--- config.mk ---
export PLATFORM = sky130hd
export DESIGN_NAME = sat_bin_state_packer_flat
export DESIGN_NICKNAME = d
export VERILOG_FILES = /design/src/rtl/sat_bin_pkg.sv /design/src/rtl/sat_bin_state_packer_if.sv /design/src/rtl/sat_bin_state_packer_state_list_reg.sv /design/src/rtl/sat_bin_state_packer.sv /design/src/flat_wrapper.sv
export SDC_FILE = /design/constraint.sdc
export NUM_CORES = 1
export LEC_CHECK = 0
export CORE_AREA = 5 5 261 263
export DETAILED_ROUTE_END_ITERATION = 12
export DIE_AREA = 0 0 266 268
export SYNTH_ARGS = -nofsm -noshare
export SYNTH_HDL_FRONTEND = slang
export SYNTH_SLANG_ARGS = --single-unit
--- constraint.sdc ---
create_clock -name clk -period 5.11 [get_ports clk]
set_input_delay 1.022 -clock clk [delete_from_list [all_inputs] [get_ports clk]]
set_output_delay 1.022 -clock clk [all_outputs]
set_load 0.05 [all_outputs]
--- src/rtl/sat_bin_pkg.sv ---
// Shared encodings and packed entry layouts for one SAT bin load image.
// The engine imports the same struct typedefs so both sides agree on bit placement.
package sat_bin_pkg;

   localparam int SAT_NUM_CLAUSES = 8;
   localparam int SAT_NUM_VARS    = 8;
   localparam int SAT_NUM_LVLS    = 8;
   localparam int SAT_WIDTH_LVL   = 16;
   localparam int SAT_WIDTH_BIN   = 15;

   typedef enum logic [1:0] {
      LIT_NONE = 2'b00,
      LIT_POS  = 2'b01,
      LIT_NEG  = 2'b10
   } lit_t;

   typedef enum logic [1:0] {
      VAL_UNASSIGNED = 2'b00,
      VAL_TRUE       = 2'b01,
      VAL_FALSE      = 2'b10
   } val_t;

   typedef struct packed {
      logic [1:0]               value;
      logic                     implied;
      logic [SAT_WIDTH_LVL-1:0] level;
   } var_state_t;

   typedef struct packed {
      logic [SAT_WIDTH_BIN-1:0] dcd_bin;
      logic                     has_bkt;
   } lvl_state_t;

   // Code 3 has no meaning as a literal, so it collapses to "absent".
   function automatic logic [1:0] lit_store(input logic [1:0] code);
      logic [1:0] lit;
      case (code)
         LIT_POS: lit = LIT_POS;
         LIT_NEG: lit = LIT_NEG;
         default: lit = LIT_NONE;
      endcase
      return lit;
   endfunction

endpackage

--- src/rtl/sat_bin_state_packer_if.sv ---
// Host-side bundle for the bin packer: clause, var-state and level-state
// write/read ports. The packer takes the slave view, the host the master view.
interface sat_bin_state_packer_if #(
   parameter int NUM_VARS         = 8,
   parameter int NUM_LVLS         = 8,
   parameter int WIDTH_LVL        = 16,
   parameter int WIDTH_BIN_ID     = 15,
   parameter int WIDTH_VAR_STATES = 3 + WIDTH_LVL,
   parameter int WIDTH_LVL_STATES = WIDTH_BIN_ID + 1
);
   logic                                 clr_i;
   logic                                 c_wr_i;
   logic [2:0]                           c_wr_row_i;
   logic [2:0]                           c_wr_var_i;
   logic [1:0]                           c_wr_lit_i;
   logic [2:0]                           c_rd_row_i;
   logic [NUM_VARS*2-1:0]                clause_o;

   logic                                 vs_wr_i;
   logic [2:0]                           vs_idx_i;
   logic [1:0]                           vs_value_i;
   logic                                 vs_implied_i;
   logic [WIDTH_LVL-1:0]                 vs_level_i;
   logic                                 vs_load_i;
   logic [WIDTH_VAR_STATES*NUM_VARS-1:0] var_states_i;
   logic [WIDTH_VAR_STATES*NUM_VARS-1:0] var_states_o;
   logic [2:0]                           vs_rd_idx_i;
   logic [1:0]                           vs_value_o;
   logic                                 vs_implied_o;
   logic [WIDTH_LVL-1:0]                 vs_level_o;

   logic                                 ls_wr_i;
   logic [2:0]                           ls_idx_i;
   logic [WIDTH_BIN_ID-1:0]              ls_dcd_bin_i;
   logic                                 ls_has_bkt_i;
   logic                                 ls_load_i;
   logic [WIDTH_LVL_STATES*NUM_LVLS-1:0] lvl_states_i;
   logic [WIDTH_LVL_STATES*NUM_LVLS-1:0] lvl_states_o;
   logic [2:0]                           ls_rd_idx_i;
   logic [WIDTH_BIN_ID-1:0]              ls_dcd_bin_o;
   logic                                 ls_has_bkt_o;

   modport master (
      output clr_i, c_wr_i, c_wr_row_i, c_wr_var_i, c_wr_lit_i, c_rd_row_i,
      output vs_wr_i, vs_idx_i, vs_value_i, vs_implied_i, vs_level_i,
      output vs_load_i, var_states_i, vs_rd_idx_i,
      output ls_wr_i, ls_idx_i, ls_dcd_bin_i, ls_has_bkt_i,
      output ls_load_i, lvl_states_i, ls_rd_idx_i,
      input  clause_o, var_states_o, vs_value_o, vs_implied_o, vs_level_o,
      input  lvl_states_o, ls_dcd_bin_o, ls_has_bkt_o
   );

   modport slave (
      input  clr_i, c_wr_i, c_wr_row_i, c_wr_var_i, c_wr_lit_i, c_rd_row_i,
      input  vs_wr_i, vs_idx_i, vs_value_i, vs_implied_i, vs_level_i,
      input  vs_load_i, var_states_i, vs_rd_idx_i,
      input  ls_wr_i, ls_idx_i, ls_dcd_bin_i, ls_has_bkt_i,
      input  ls_load_i, lvl_states_i, ls_rd_idx_i,
      output clause_o, var_states_o, vs_value_o, vs_implied_o, vs_level_o,
      output lvl_states_o, ls_dcd_bin_o, ls_has_bkt_o
   );

endinterface

--- src/rtl/sat_bin_state_packer_state_list_reg.sv ---
// Indexed entry array with whole-list bus load, single-entry write and
// single-entry read; the packed bus view is the array itself.
module state_list_reg #(
   parameter int NUM   = 8,
   parameter int WIDTH = 19,
   parameter int IDX_W = 3
) (
   input  logic                   clk,
   input  logic                   rst,
   input  logic                   clr,
   input  logic                   load,
   input  logic [WIDTH*NUM-1:0]   bus_i,
   input  logic                   wr,
   input  logic [IDX_W-1:0]       wr_idx,
   input  logic [WIDTH-1:0]       wr_data,
   input  logic [IDX_W-1:0]       rd_idx,
   output logic [WIDTH*NUM-1:0]   bus_o,
   output logic [WIDTH-1:0]       rd_data
);

   logic [NUM-1:0][WIDTH-1:0] mem;

   always_ff @(posedge clk) begin
      if (rst || clr) begin
         mem <= '0;
      end else if (load) begin
         mem <= bus_i;
      end else if (wr && (int'(wr_idx) < NUM)) begin
         mem[wr_idx] <= wr_data;
      end
   end

   assign bus_o = mem;

   always_comb begin
      rd_data = '0;
      if (int'(rd_idx) < NUM) begin
         rd_data = mem[rd_idx];
      end
   end

endmodule

--- src/rtl/sat_bin_state_packer.sv ---
// One bin's load image for the SAT engine: clause array plus var/level state
// lists, exposed both as packed buses and as per-entry fields.
module sat_bin_state_packer
   import sat_bin_pkg::*;
#(
   parameter int NUM_CLAUSES      = 8,
   parameter int NUM_VARS         = 8,
   parameter int NUM_LVLS         = 8,
   parameter int WIDTH_LVL        = 16,
   parameter int WIDTH_BIN_ID     = 15,
   parameter int WIDTH_VAR_STATES = 3 + WIDTH_LVL,
   parameter int WIDTH_LVL_STATES = WIDTH_BIN_ID + 1
) (
   input  logic                  clk,
   input  logic                  rst,
   sat_bin_state_packer_if.slave bus
);

   logic [NUM_CLAUSES-1:0][NUM_VARS-1:0][1:0] clauses;
   logic [WIDTH_VAR_STATES-1:0]               vs_wr_entry;
   logic [WIDTH_VAR_STATES-1:0]               vs_rd_entry;
   logic [WIDTH_LVL_STATES-1:0]               ls_wr_entry;
   logic [WIDTH_LVL_STATES-1:0]               ls_rd_entry;

   always_ff @(posedge clk) begin
      if (rst || bus.clr_i) begin
         clauses <= '0;
      end else if (bus.c_wr_i && (int'(bus.c_wr_row_i) < NUM_CLAUSES)
                   && (int'(bus.c_wr_var_i) < NUM_VARS)) begin
         clauses[bus.c_wr_row_i][bus.c_wr_var_i] <= lit_store(bus.c_wr_lit_i);
      end
   end

   always_comb begin
      bus.clause_o = '0;
      if (int'(bus.c_rd_row_i) < NUM_CLAUSES) begin
         bus.clause_o = clauses[bus.c_rd_row_i];
      end
   end

   // Value sits in the MSBs so the entry matches var_state_t bit for bit.
   assign vs_wr_entry = {bus.vs_value_i, bus.vs_implied_i, bus.vs_level_i};

   state_list_reg #(
      .NUM   (NUM_VARS),
      .WIDTH (WIDTH_VAR_STATES),
      .IDX_W (3)
   ) u_var_list (
      .clk     (clk),
      .rst     (rst),
      .clr     (bus.clr_i),
      .load    (bus.vs_load_i),
      .bus_i   (bus.var_states_i),
      .wr      (bus.vs_wr_i),
      .wr_idx  (bus.vs_idx_i),
      .wr_data (vs_wr_entry),
      .rd_idx  (bus.vs_rd_idx_i),
      .bus_o   (bus.var_states_o),
      .rd_data (vs_rd_entry)
   );

   assign bus.vs_level_o   = vs_rd_entry[WIDTH_LVL-1:0];
   assign bus.vs_implied_o = vs_rd_entry[WIDTH_LVL];
   assign bus.vs_value_o   = vs_rd_entry[WIDTH_LVL+2:WIDTH_LVL+1];

   assign ls_wr_entry = {bus.ls_dcd_bin_i, bus.ls_has_bkt_i};

   state_list_reg #(
      .NUM   (NUM_LVLS),
      .WIDTH (WIDTH_LVL_STATES),
      .IDX_W (3)
   ) u_lvl_list (
      .clk     (clk),
      .rst     (rst),
      .clr     (bus.clr_i),
      .load    (bus.ls_load_i),
      .bus_i   (bus.lvl_states_i),
      .wr      (bus.ls_wr_i),
      .wr_idx  (bus.ls_idx_i),
      .wr_data (ls_wr_entry),
      .rd_idx  (bus.ls_rd_idx_i),
      .bus_o   (bus.lvl_states_o),
      .rd_data (ls_rd_entry)
   );

   assign bus.ls_has_bkt_o = ls_rd_entry[0];
   assign bus.ls_dcd_bin_o = ls_rd_entry[WIDTH_BIN_ID:1];

endmodule

--- src/flat_wrapper.sv ---
// flat-port wrapper written by rule: the top's interface ports become plain ports
module sat_bin_state_packer_flat import sat_bin_pkg::*;
#(
   parameter int NUM_CLAUSES      = 8,
   parameter int NUM_VARS         = 8,
   parameter int NUM_LVLS         = 8,
   parameter int WIDTH_LVL        = 16,
   parameter int WIDTH_BIN_ID     = 15,
   parameter int WIDTH_VAR_STATES = 3 + WIDTH_LVL,
   parameter int WIDTH_LVL_STATES = WIDTH_BIN_ID + 1
)
  (clk, rst, bus_clr_i, bus_c_wr_i, bus_c_wr_row_i, bus_c_wr_var_i, bus_c_wr_lit_i, bus_c_rd_row_i, bus_vs_wr_i, bus_vs_idx_i, bus_vs_value_i, bus_vs_implied_i, bus_vs_level_i, bus_vs_load_i, bus_var_states_i, bus_vs_rd_idx_i, bus_ls_wr_i, bus_ls_idx_i, bus_ls_dcd_bin_i, bus_ls_has_bkt_i, bus_ls_load_i, bus_lvl_states_i, bus_ls_rd_idx_i, bus_clause_o, bus_var_states_o, bus_vs_value_o, bus_vs_implied_o, bus_vs_level_o, bus_lvl_states_o, bus_ls_dcd_bin_o, bus_ls_has_bkt_o);
  sat_bin_state_packer_if #(.NUM_VARS(NUM_VARS), .NUM_LVLS(NUM_LVLS), .WIDTH_LVL(WIDTH_LVL), .WIDTH_BIN_ID(WIDTH_BIN_ID), .WIDTH_VAR_STATES(WIDTH_VAR_STATES), .WIDTH_LVL_STATES(WIDTH_LVL_STATES)) bus_i ();
  input  logic clk;
  input  logic rst;
  input wire logic [$bits(bus_i.clr_i)-1:0] bus_clr_i;
  input wire logic [$bits(bus_i.c_wr_i)-1:0] bus_c_wr_i;
  input wire logic [$bits(bus_i.c_wr_row_i)-1:0] bus_c_wr_row_i;
  input wire logic [$bits(bus_i.c_wr_var_i)-1:0] bus_c_wr_var_i;
  input wire logic [$bits(bus_i.c_wr_lit_i)-1:0] bus_c_wr_lit_i;
  input wire logic [$bits(bus_i.c_rd_row_i)-1:0] bus_c_rd_row_i;
  input wire logic [$bits(bus_i.vs_wr_i)-1:0] bus_vs_wr_i;
  input wire logic [$bits(bus_i.vs_idx_i)-1:0] bus_vs_idx_i;
  input wire logic [$bits(bus_i.vs_value_i)-1:0] bus_vs_value_i;
  input wire logic [$bits(bus_i.vs_implied_i)-1:0] bus_vs_implied_i;
  input wire logic [$bits(bus_i.vs_level_i)-1:0] bus_vs_level_i;
  input wire logic [$bits(bus_i.vs_load_i)-1:0] bus_vs_load_i;
  input wire logic [$bits(bus_i.var_states_i)-1:0] bus_var_states_i;
  input wire logic [$bits(bus_i.vs_rd_idx_i)-1:0] bus_vs_rd_idx_i;
  input wire logic [$bits(bus_i.ls_wr_i)-1:0] bus_ls_wr_i;
  input wire logic [$bits(bus_i.ls_idx_i)-1:0] bus_ls_idx_i;
  input wire logic [$bits(bus_i.ls_dcd_bin_i)-1:0] bus_ls_dcd_bin_i;
  input wire logic [$bits(bus_i.ls_has_bkt_i)-1:0] bus_ls_has_bkt_i;
  input wire logic [$bits(bus_i.ls_load_i)-1:0] bus_ls_load_i;
  input wire logic [$bits(bus_i.lvl_states_i)-1:0] bus_lvl_states_i;
  input wire logic [$bits(bus_i.ls_rd_idx_i)-1:0] bus_ls_rd_idx_i;
  output wire logic [$bits(bus_i.clause_o)-1:0] bus_clause_o;
  output wire logic [$bits(bus_i.var_states_o)-1:0] bus_var_states_o;
  output wire logic [$bits(bus_i.vs_value_o)-1:0] bus_vs_value_o;
  output wire logic [$bits(bus_i.vs_implied_o)-1:0] bus_vs_implied_o;
  output wire logic [$bits(bus_i.vs_level_o)-1:0] bus_vs_level_o;
  output wire logic [$bits(bus_i.lvl_states_o)-1:0] bus_lvl_states_o;
  output wire logic [$bits(bus_i.ls_dcd_bin_o)-1:0] bus_ls_dcd_bin_o;
  output wire logic [$bits(bus_i.ls_has_bkt_o)-1:0] bus_ls_has_bkt_o;
  assign bus_i.clr_i = bus_clr_i;
  assign bus_i.c_wr_i = bus_c_wr_i;
  assign bus_i.c_wr_row_i = bus_c_wr_row_i;
  assign bus_i.c_wr_var_i = bus_c_wr_var_i;
  assign bus_i.c_wr_lit_i = bus_c_wr_lit_i;
  assign bus_i.c_rd_row_i = bus_c_rd_row_i;
  assign bus_i.vs_wr_i = bus_vs_wr_i;
  assign bus_i.vs_idx_i = bus_vs_idx_i;
  assign bus_i.vs_value_i = bus_vs_value_i;
  assign bus_i.vs_implied_i = bus_vs_implied_i;
  assign bus_i.vs_level_i = bus_vs_level_i;
  assign bus_i.vs_load_i = bus_vs_load_i;
  assign bus_i.var_states_i = bus_var_states_i;
  assign bus_i.vs_rd_idx_i = bus_vs_rd_idx_i;
  assign bus_i.ls_wr_i = bus_ls_wr_i;
  assign bus_i.ls_idx_i = bus_ls_idx_i;
  assign bus_i.ls_dcd_bin_i = bus_ls_dcd_bin_i;
  assign bus_i.ls_has_bkt_i = bus_ls_has_bkt_i;
  assign bus_i.ls_load_i = bus_ls_load_i;
  assign bus_i.lvl_states_i = bus_lvl_states_i;
  assign bus_i.ls_rd_idx_i = bus_ls_rd_idx_i;
  assign bus_clause_o = bus_i.clause_o;
  assign bus_var_states_o = bus_i.var_states_o;
  assign bus_vs_value_o = bus_i.vs_value_o;
  assign bus_vs_implied_o = bus_i.vs_implied_o;
  assign bus_vs_level_o = bus_i.vs_level_o;
  assign bus_lvl_states_o = bus_i.lvl_states_o;
  assign bus_ls_dcd_bin_o = bus_i.ls_dcd_bin_o;
  assign bus_ls_has_bkt_o = bus_i.ls_has_bkt_o;
  sat_bin_state_packer #(.NUM_CLAUSES(NUM_CLAUSES), .NUM_VARS(NUM_VARS), .NUM_LVLS(NUM_LVLS), .WIDTH_LVL(WIDTH_LVL), .WIDTH_BIN_ID(WIDTH_BIN_ID), .WIDTH_VAR_STATES(WIDTH_VAR_STATES), .WIDTH_LVL_STATES(WIDTH_LVL_STATES)) u_core (.clk(clk), .rst(rst), .bus(bus_i));
endmodule
* Yosys cells after proc, flatten, opt, wreduce, memory -nomap -nowiden
Index checks and enable logic that the tools add are counted.
Word-level totals: flip-flop bits (word level) 408, latch bits 0, RAM bits 0, memory bits (read-only) 0, input port bits 346, output and inout bits 331, memories kept 0
Cells by class: add/subtract/negate cells 0, multiply operators 0, div/mod/pow operators 0, magnitude comparators 11, equal/unequal tests 2, shifts and indexed selects 0, multiplexer cells 24, bitwise logic cells 0, reductions and logical operators 7
Operator list (number):
- $mux W152 | 2
- $bwmux W128 | 2
- $mux W128 | 2
- $bwmux W152 | 1
- $bmux W16 S3 | 2
- $demux W16 S3 | 2
- $mux W16 | 4
- $bmux W19 S3 | 1
- $demux W19 S3 | 1
- $mux W19 | 2
- $lt A3 B4 Y1 const B | 7
- $ge A3 B1 Y1 const B | 4
- $demux W2 S3 | 1
- $mux W2 | 3
- $logic_and A1 B1 Y1 | 4
- $pmux W2 S2 | 1
- $reduce_bool A2 Y1 | 2
- $eq A2 B1 Y1 const B | 1
- $eq A2 B2 Y1 const B | 1
- $logic_or A1 B1 Y1 | 1

* Longest topological paths before layout
depth after elaboration 7, depth in mapped cells 7, depth with buffers taken out 3

* Hierarchy
From an unflattened synthesis, not the netlist that was laid out.
Unflattened totals: cells, all modules 2145, area, all modules 20865.0 µm²
By module, submodules not included:
- state_list_reg at u_core.u_var_list | instances 1, cells each 802, area each 8016.4 µm², seq. area each 3042.9 µm²
- state_list_reg at u_core.u_lvl_list | instances 1, cells each 767, area each 6785.3 µm², seq. area each 2562.5 µm²
- sat_bin_state_packer | instances 1, cells each 576, area each 6063.3 µm², seq. area each 2562.5 µm²

* Worst setup path after synthesis
No wires, ideal clock.
kind input -> output, from input port bus_ls_rd_idx_i[1], to output port bus_ls_dcd_bin_o[10], arrival time 2.307 ns, setup slack 1.781 ns, stages 5, buffers on the path 3, path through buf_2 -> buf_2 -> buf_2 -> mux4_2 -> mux2_2
Between the ends: longest elaborated chain between the ends 2
RTL lines:
- start, declared | RTL line flat_wrapper.sv:36 | input wire logic [$bits(bus_i.ls_rd_idx_i)-1:0] bus_ls_rd_idx_i;
- $bmux W16 S3 | RTL line sat_bin_state_packer_state_list_reg.sv:38 | rd_data = mem[rd_idx];
- $mux W16 (implied by the code) | RTL line sat_bin_state_packer_state_list_reg.sv:38
- end, declared | RTL line flat_wrapper.sv:43 | output wire logic [$bits(bus_i.ls_dcd_bin_o)-1:0] bus_ls_dcd_bin_o;
Every way passes these cells. The select of a mux whose other input is x is not followed.

* Worst setup path in the final report
from input port bus_c_rd_row_i[2], to output port bus_clause_o[5]
Between the ends: longest elaborated chain between the ends 2
RTL lines:
- start, declared | RTL line flat_wrapper.sv:21 | input wire logic [$bits(bus_i.c_rd_row_i)-1:0] bus_c_rd_row_i;
- $bmux W16 S3 | RTL line sat_bin_state_packer.sv:37 | bus.clause_o = clauses[bus.c_rd_row_i];
- $mux W16 (implied by the code) | RTL line sat_bin_state_packer.sv:37
- end, declared | RTL line flat_wrapper.sv:37 | output wire logic [$bits(bus_i.clause_o)-1:0] bus_clause_o;
Every way passes these cells. The select of a mux whose other input is x is not followed.

==> results.py <==
metrics = {
    "run_status": {
        "outcome": "finished clean",
    },
    "synthesis": {
        "synth_compound_area_share_pct": 18.55,
        "ys.flop_type": "dfxtp_1",
        "ys_seq_area_share_pct": 40.50,
        "netlist_area_sq_um": 20170,
        "synth.most_common_cell": "dfxtp_1",
        "netlist-cell-type-count": 48,
        "netlist_top_cells_area": "dfxtp_1 (40%), mux4_2 (11%), mux2i_1 (6.4%)",
        "synth_xor_area_share_pct": 0,
        "synth.top_cell.area_share_pct": 40.50,
        "syn_inst": 2121,
        "netlist.top_cell.by_area": "dfxtp_1",
        "ys_async_sr_fraction_pct": 0,
        "synth_fa_ha_area_share_pct": 0,
        "synthMuxAreaShare_pct": 20.59,
        "synth_edf_count": 0,
        "synth_warnings": 0,
        "synthTopCellsByCount": "dfxtp_1 (408), o21ai_0 (243), nand2_1 (238)",
        "synth_top_family_by_area": "multiplexers",
        "yosys.area_share.simple_pct": 13.55,
        "avgSynthCellArea_sq_um": 9.509,
        "synth_seq_cells": 408,
        "syn_nets": 2467,
    },
    "floorplanning": {
        "dieArea_sq_um": 71290,
        "rows": 94,
        "die_h_um": 268,
        "die_x_um": 266,
        "initial_core_util_pct": 30.84,
        "io_pins": 677,
        "coreArea_sq_um": 65390,
    },
    "placement": {
        "dp_hpwl_um": 76610,
        "portBuffers": 676,
        "placed_area_sq_um": 27400,
        "gp_congestion": 1.014,
    },
    "setup_path": {
        "crit_start": "bus_c_rd_row_i[2]",
        "path_class": "input pin to primary output",
        "critPathMaxFanout": 13,
        "crit_required_ps": 4090,
        "worstPathArrival_ps": 3440,
        "r2r_start": "u_core.u_lvl_list.bus_o[112]$_SDFFE_PP0P_",
        "setup.worst_path.end_class": "primary output",
        "worst_setup_path_start_kind": "input pin",
    },
    "grt": {
        "grt_pass1_vias": 20150,
        "grt_max_degree": 114,
        "grt_pass1_wl_um": 144000,
        "gr-total-overflow": 0,
        "antenna_found_initial": 40,
        "track_usage_pct": 26.80,
    },
    "flow_run": {
        "cap_violations": 0,
    },
    "worst_hold_path": {
        "hold_class": "flop to flop",
        "min_from": "u_core.clauses[110]$_SDFFE_PP0P_",
    },
    "sta": {
        "fmax_ghz": 0.2241,
        "setup_viol": 0,
        "timing.hold.ws_ps": 460.2,
        "clock_skew_ps": 0,
        "final.setup.tns_ps": 0,
        "min_period_over_period_pct": 87.34,
        "drv_slew": 0,
        "rsz0062_at_grt": "false",
        "maxSlewHeadroom_pct": 18.43,
        "min_period_ps": 4463,
        "worst_slew_pin_slew_ps": 1224,
        "hold_violations": 0,
    },
    "clock_network": {
        "post-cts-setup-buffer-count": 0,
        "hold_buffers": 0,
        "clock_latency_ps": 570,
        "cts_buffer_depth": 3,
        "cts_tree": "done",
        "clock_sinks": 408,
        "cts_root_buf": "clkbuf_16",
        "clock_tree.htree_level_count": 2,
        "ctsResizeCount": 0,
        "clk_pin_slew_ps": 60,
        "cts_buffers": 47,
    },
    "pwr": {
        "p_sw_share_pct": 30.18,
        "p_comb_share_pct": 19.9,
        "p_total_mw": 8.581,
        "p_int_mw": 5.991,
        "seq_power_share_pct": 40.0,
        "clock_power_share_pct": 40.1,
        "powerDensity_nw_per_um2": 295.6,
        "p_sw_mw": 2.589,
        "leakage_nw": 10.49,
        "ir_worst_vdd_mv": 0.2327,
    },
    "cells_and_area": {
        "nNetsFinal": 3013,
        "final_area_sq_um": 29030,
        "drive_above_1_share_pct": 12.07,
        "area_growth_pct": 43.93,
        "nFillCells": 6154,
    },
    "route": {
        "ant_nets": 0,
        "routedWlPerCell_um": 28.30,
        "num_vias": 20500,
        "drc": 0,
        "dr.first_iter.drc_count": 2177,
        "finalWirelength_um": 101900,
        "dr.pass1.iters": 6,
        "vias_per_cell": 5.696,
    },
}
[power by group through the flow]
| stage | clock network [mW] | registers, mW | logic [mW] |
|---|---|---|---|
| global route | 3.63 | 3.43 | 1.78 |
| floorplan | 0 | 3.77 | 0.627 |
| finish | 3.44 | 3.43 | 1.71 |
| detailed placement | 0 | 3.49 | 1.69 |
| CTS | 3.49 | 3.42 | 1.70 |
| global placement | 0 | 3.49 | 1.68 |
[cells by family after synthesis]
logic type | Yosys count
muxes | 281
DFF | 408
and+or+nand+nor | 548
AOI/OAI and AO/OA | 590
buffers and inverters | 294
[sequential cells by signal, summed over array words and instances (netlist names)]
name	flops
u_core.u_var_list.bus_o	152
u_core.clauses	128
u_core.u_lvl_list.bus_o	128
[cells in the final DEF, fill, tap and decap left out, types with 47 or more instances in the layout]
cell type | netlist | routed
clkdlybuf4s50_1 | 0 | 668
mux4_2 | 102 | 102
o21ai_0 | 243 | 243
nand2_1 | 238 | 238
nor3_1 | 219 | 219
a221oi_1 | 52 | 52
a211oi_1 | 170 | 170
a21oi_1 | 55 | 55
inv_1 | 60 | 60
mux2i_1 | 128 | 128
dfxtp_1 | 408 | 408
clkbuf_16 | 0 | 49
mux2_2 | 51 | 51
buf_4 | 14 | 47
[critical path: stages]
cell,delay [ps]
clkdlybuf4s50_1,760
buf_4,310
mux4_2,320
mux2_2,310
clkdlybuf4s50_1,720
[metrics by stage]
step	util, %	cells	setup WS, ps
floorplan	-	2121	1781
global placement	41.90	3482	688.3
detailed placement	41.90	3482	642.9
CTS	44.26	3565	634.5
global route	44.36	3591	588.6
finish	44.39	3599	646.9
[layout make-up]
| cell class | instances | area [sq um] | share of cell area, % |
|---|---|---|---|
| clock inverter | 18 | 170.2 | 0.5862 |
| antenna | 34 | 85.08 | 0.2931 |
| clock buffer | 65 | 1376 | 4.741 |
| multi-input combinational | 1419 | 10680 | 36.80 |
| timing repair buffer | 729 | 7229 | 24.90 |
| inverter | 62 | 235.2 | 0.8103 |
| sequential | 408 | 8168 | 28.14 |
| tap | 864 | 1081 | 3.724 |
[layer usage]
layer	vias up	track usage (%)	wire length (um)	part of all wire (%)
met4	10	10.87	3822	3.8
met5	-	0	72	0.071
li1	9038	-	-	-
met2	1053	43.49	48800	48
met3	218	6.995	9201	9.0
met1	10180	34.24	39970	39
[path summary, 6_finish.rpt]
check	cells after the start	to	slack, ps
worst max-delay path	5	bus_clause_o[5]	650
worst min-delay path	2	u_core.clauses[110]$_SDFFE_PP0P_	460
worst max register to register	2	u_core.u_lvl_list.bus_o[112]$_SDFFE_PP0P_	4080
worst min register to register	2	u_core.clauses[110]$_SDFFE_PP0P_	460
No activity file was read; power rests on OpenSTA's default activity.
